==> config.mk <==
export PLATFORM = sky130hd
export DESIGN_NAME = color_expand
export DESIGN_NICKNAME = d
export VERILOG_FILES = /design/src/rtl/color_expand.sv
export SDC_FILE = /design/constraint.sdc
export NUM_CORES = 1
export LEC_CHECK = 0
export ABC_AREA = 0
export CAP_MARGIN = 10
export CORE_MARGIN = 3
export CORE_UTILIZATION = 46
export CTS_BUF_LIST = sky130_fd_sc_hd__clkbuf_4 sky130_fd_sc_hd__clkbuf_8 sky130_fd_sc_hd__clkbuf_16
export DETAILED_ROUTE_END_ITERATION = 8
export PLACE_DENSITY = 0.82
export SYNTH_ARGS = -nofsm -noshare
export SYNTH_HDL_FRONTEND = slang
export SYNTH_SLANG_ARGS = --single-unit
==> constraint.sdc <==
create_clock -name clk_in -period 2 [get_ports clk_in]
set_clock_uncertainty 0.15 [all_clocks]
set_input_delay 0.2 -clock clk_in [delete_from_list [all_inputs] [get_ports clk_in]]
set_output_delay 0.2 -clock clk_in [all_outputs]
set_load 0.005 [all_outputs]
==> src/rtl/color_expand.sv <==
// color_expand: re-expands an 8-bit single-channel pixel stream to RGB565.
// Fixed 2-cycle pipeline. Mode changes take effect only at frame start (0,0).
// Optional build macro COLOR_EXPAND_HEATMAP_EN: modes 000/100 emit a heatmap
// instead of gray.
module color_expand #(
   parameter int CR_GAIN_SHIFT = 1
) (
   input  logic        clk_in,
   input  logic        rst_n_in,
   input  logic [7:0]  mod_pixel,
   input  logic        mod_valid,
   input  logic [10:0] mod_hcount,
   input  logic [9:0]  mod_vcount,
   input  logic [2:0]  selector,
   output logic [15:0] disp_pixel,
   output logic        disp_valid,
   output logic [10:0] disp_hcount,
   output logic [9:0]  disp_vcount,
   output logic [2:0]  sel_active
);

   // Wide enough that |v-128| << gain never wraps before saturation.
   localparam int MW = 9 + CR_GAIN_SHIFT;

   logic [2:0]  r_sel;
   logic [7:0]  r_v1;
   logic        r_vld1;
   logic [10:0] r_h1;
   logic [9:0]  r_vc1;
   logic [2:0]  r_mode1;

   logic        w_frame_start;
   logic [2:0]  w_mode;
   logic        w_hi;
   logic [8:0]  w_dist;
   logic [MW-1:0] w_scaled;
   logic [7:0]  w_m;
   logic [7:0]  w_r, w_g, w_b;
   logic [15:0] w_pack;
`ifdef COLOR_EXPAND_HEATMAP_EN
   logic [7:0]  w_f;
   logic [7:0]  w_hr, w_hg, w_hb;
`endif

   // The (0,0) pixel loads the new mode and is itself rendered in that mode.
   assign w_frame_start = mod_valid && (mod_hcount == 11'd0) && (mod_vcount == 10'd0);
   assign w_mode        = w_frame_start ? selector : r_sel;

   // Shadow selector, updated only at frame start.
   always_ff @(posedge clk_in) begin
      if (!rst_n_in) r_sel <= 3'd0;
      else if (w_frame_start) r_sel <= selector;
   end

   // Stage 1: capture pixel, valid, counts and the mode to apply.
   always_ff @(posedge clk_in) begin
      if (!rst_n_in) begin
         r_v1    <= 8'd0;
         r_vld1  <= 1'b0;
         r_h1    <= 11'd0;
         r_vc1   <= 10'd0;
         r_mode1 <= 3'd0;
      end else begin
         r_v1    <= mod_pixel;
         r_vld1  <= mod_valid;
         r_h1    <= mod_hcount;
         r_vc1   <= mod_vcount;
         r_mode1 <= w_mode;
      end
   end

   // Diverging magnitude around 128, scaled then saturated to 255.
   assign w_hi     = r_v1[7];
   assign w_dist   = w_hi ? ({1'b0, r_v1} - 9'd128) : (9'd128 - {1'b0, r_v1});
   assign w_scaled = MW'(w_dist) << CR_GAIN_SHIFT;
   assign w_m      = (w_scaled > MW'(255)) ? 8'hFF : w_scaled[7:0];

`ifdef COLOR_EXPAND_HEATMAP_EN
   // Heatmap: four linear ramps selected by the top two bits.
   assign w_f = {r_v1[5:0], 2'b00};
   always_comb begin
      w_hr = 8'd0;
      w_hg = 8'd0;
      w_hb = 8'd0;
      case (r_v1[7:6])
         2'd0: w_hb = w_f;
         2'd1: begin w_hg = w_f; w_hb = 8'hFF; end
         2'd2: begin w_hr = w_f; w_hg = 8'hFF; w_hb = 8'hFF - w_f; end
         default: begin w_hr = 8'hFF; w_hg = 8'hFF - w_f; end
      endcase
   end
`endif

   // Per-mode channel mapping.
   always_comb begin
      w_r = 8'd0;
      w_g = 8'd0;
      w_b = 8'd0;
      case (r_mode1)
         3'b000, 3'b100: begin
`ifdef COLOR_EXPAND_HEATMAP_EN
            w_r = w_hr; w_g = w_hg; w_b = w_hb;
`else
            w_r = r_v1; w_g = r_v1; w_b = r_v1;
`endif
         end
         3'b001: w_r = r_v1;
         3'b010: w_g = r_v1;
         3'b011: w_b = r_v1;
         3'b101: begin
            if (w_hi) w_r = w_m;
            else begin w_g = w_m; w_b = w_m; end
         end
         default: begin
            if (w_hi) w_b = w_m;
            else begin w_r = w_m; w_g = w_m; end
         end
      endcase
   end

   assign w_pack = {w_r[7:3], w_g[7:2], w_b[7:3]};

   // Stage 2: pack RGB565; invalid slots carry a zero pixel.
   always_ff @(posedge clk_in) begin
      if (!rst_n_in) begin
         disp_pixel  <= 16'd0;
         disp_valid  <= 1'b0;
         disp_hcount <= 11'd0;
         disp_vcount <= 10'd0;
      end else begin
         disp_pixel  <= r_vld1 ? w_pack : 16'd0;
         disp_valid  <= r_vld1;
         disp_hcount <= r_h1;
         disp_vcount <= r_vc1;
      end
   end

   assign sel_active = r_sel;

endmodule

==> flow_summary_export.csv <==
group,metric,value,unit
run_status,status,"finished clean",
global_route,grt_pass1_vias,1862,
logic_synthesis,seq_area_frac_synth,0.580,
route,drt-pass1-iter-count,4,
route,drtIter0Drc,228,
die,num_rows,25,
final_layout,drive_gt1_frac,0.0964,
sta,maxSlewViolCount,0,
logic_synthesis,ys_warn_count,0,
cts,cts.sinks,71,
critical_path,startpoint_type,"flop",
global_route,grt_util_all_layers,0.184,
route,drt.antenna.violating_nets,0,
logic_synthesis,synth.largest_area_cell,"dfxtp_1",
logic_synthesis,yosysUniqueCellTypes,41,
logic_synthesis,synth_area,2450,µm²
sta,rsz0062_at_grt,"false",
flow_run,maxCapViolCount,0,
critical_path,path_max_fanout,12,
critical_path,crit_type,"reg -> out",
critical_path,crit_path_end_kind,"primary output",
global_route,grt_pass1_wl,8610,µm
power,p_per_area,795,nW/µm²
route,routedWlPerCell,13.4,µm
power,peakVddDrop,630,µV
placement,pre_cts_ws,-0.00644,ns
logic_synthesis,synth_top_area_frac,0.580,
die,initial_core_util,0.496,
sta,period_needed,1.88,ns
final_layout,postLayoutCoreUtil,0.702,
logic_synthesis,ys_ff_latch,71,
final_layout,nNetsFinal,363,
global_route,grt_start_max_net_pins,58,
die,dieWidth,79.0,µm
sta,setup_ws,0.117,ns
placement,gp_congestion,0.890,
final_layout,fill_cells,399,
final_layout,antenna_cells,0,
critical_path,cp.buffers_inverters,1,
sta,finalSetupViolations,0,
die,ios,76,
final_layout,syn_to_final_growth,41.5,%
die,core-area,4940,µm²
power,power,2760,µW
cts,post-cts-setup-buffers,0,
route,routed_wl,5330,µm
die,dieHeight,79.0,µm
logic_synthesis,synth_top_flop_cell,"dfxtp_1",
critical_path,crit_slowest_cell,"clkdlybuf4s50_1",
critical_path,cp_slowest_stage_delay,0.60,ns
cts,clk_latency,0.35,ns
route,viasPerCell,4.98,
logic_synthesis,synth-edff-count,0,
critical_path,critPathRequiredTime,1.65,ns
logic_synthesis,synthArstFlopShare,0,
sta,hold_viol,0,
critical_path,crit_family,"buffers and inverters",
sta,relSlewSlack,0.706,
cts,cts_tree,"built",
sta,finalCritPeriodShare,0.941,
cts,clk_pin_slew,0.08,ns
cts,cts_buffers,9,
cts,cts_buffer_depth,2,
cts,postCtsHoldBufs,0,
logic_synthesis,synth_nets,284,
cts,htree_levels,3,
die,die-area,6240,µm²
logic_synthesis,synthTopCellsByArea,"dfxtp_1 (58%), and2_1 (14%), nand2_1 (3.5%)",
route,drc,0,
placement,dp_hpwl,3950,µm
hold_path,holdCritPathClass,"in -> reg",
global_route,gr-total-overflow,0,
route,vias,1987,
placement,io_buffers,75,
logic_synthesis,synth_most_common_cell,"dfxtp_1",
power,leakage,0.00131,µW
logic_synthesis,synthCells,248,
sta,fmax,0.531,GHz
cts,root_buffer,"clkbuf_8",
logic_synthesis,syn_avg_cell_area,9.88,µm²
sta,tightest_slew,0.437,ns
logic_synthesis,synth_common_cells,"dfxtp_1 (71), and2_1 (53), nand2_1 (23), clkbuf_1 (14), o21ai_0 (14)",
global_route,grt_antenna_before_repair,0,
critical_path,crit_path_cell_trace,"clkdlybuf4s50_1",
critical_path,cp.arrival,1.53,ns
[state kept, by name (all words and copies together), names as in the netlist]
signal and cells:
r_v1 8, r_vc1 10, r_mode1 3, disp_hcount 11
disp_valid 1, disp_pixel 16, disp_vcount 10, r_vld1 1
r_h1 11
[logic make-up (layout without fill, tap and decap cells)]
family,count (synthesis),after routing,synth area share
and+or+nand+nor,109,109,0.250
AOI/OAI and AO/OA,40,40,0.107
xor gates and xnor gates,3,3,0.0107
muxes,4,4,0.0168
DFF,71,71,0.580
adders and majority gates,1,1,0.00510
buffers and inverters,20,104,0.0311
[path summary, 6_finish.rpt]
| path | startpoint | end | slack, ns | depth (start not counted) |
|---|---|---|---|---|
| worst min-delay path | selector[0] | r_mode1[0]$_SDFFE_PN0P_ | 0.25 | 3 |
| worst max register to register | r_v1[2]$_SDFF_PN0_ | disp_pixel[0]$_SDFF_PN0_ | 0.13 | 4 |
| worst max-delay path | r_mode1[2]$_SDFFE_PN0P_ | sel_active[2] | 0.12 | 1 |
| worst min register to register | r_h1[0]$_SDFF_PN0_ | disp_hcount[0]$_SDFF_PN0_ | 0.28 | 1 |
[area by class of cell]
type | count | area [µm²] | share of cell area
multi-input combinational | 157 | 953 | 0.275
tap | 67 | 83.8 | 0.0242
timing repair buffer | 83 | 811 | 0.234
sequential | 71 | 1420 | 0.410
clock inverter | 7 | 55.1 | 0.0159
clock buffer | 9 | 124 | 0.0357
inverter | 5 | 18.8 | 0.00541
[power breakdown]
part / leakage (µW) / switching, µW / internal [µW]
Clock: 0.0000866 / 551 / 461
Sequential: 0.000585 / 26.2 / 1470
Combinational: 0.000640 / 91.8 / 158
[layer usage]
layer  track usage  vias to the layer above  wire length (µm)
li1              -                      991                 -
met4        0.0825                        0               111
met1         0.205                      895              2130
met3        0.0748                        9               393
met2         0.309                       92              2700
met5             0                        -                 0
[layout by cell type (no fill, tap or decap), drive strengths merged, types with 2 or more instances in the layout]
| master | instances |
|---|---|
| o21ai | 14 |
| buf | 8 |
| or4 | 2 |
| nand4 | 3 |
| a2bb2oi | 3 |
| o31ai | 2 |
| inv | 7 |
| a21oi | 11 |
| nand3 | 3 |
| o32ai | 2 |
| clkdlybuf4s50 | 75 |
| dfxtp | 71 |
| clkbuf | 9 |
| and2 | 53 |
| clkinv | 3 |
| xnor2 | 2 |
| nor4 | 4 |
| mux2i | 3 |
| clkinvlp | 2 |
| nand2 | 23 |
| nor2 | 12 |
[what timing repair did]
item | 4_1_cts | 5_1_grt
endpoints found under the hold margin | 0 | 0
endpoints found under the setup margin | 0 | 1
resized for setup | 0 | 1
[stage by stage]
| stage | cell area [µm²] | TNS [ns] | hold WS [ns] | instances |
|---|---|---|---|---|
| floorplan | 2450 | 0 | 0.172 | 248 |
| global placement | 3290 | 0 | 0.264 | 383 |
| detailed placement | 3290 | -0.00644 | 0.267 | 383 |
| CTS | 3470 | 0 | 0.246 | 399 |
| global route | 3470 | 0 | 0.261 | 399 |
| finish | 3470 | 0 | 0.252 | 399 |
Note: power is estimated with default switching activity, not from simulation.
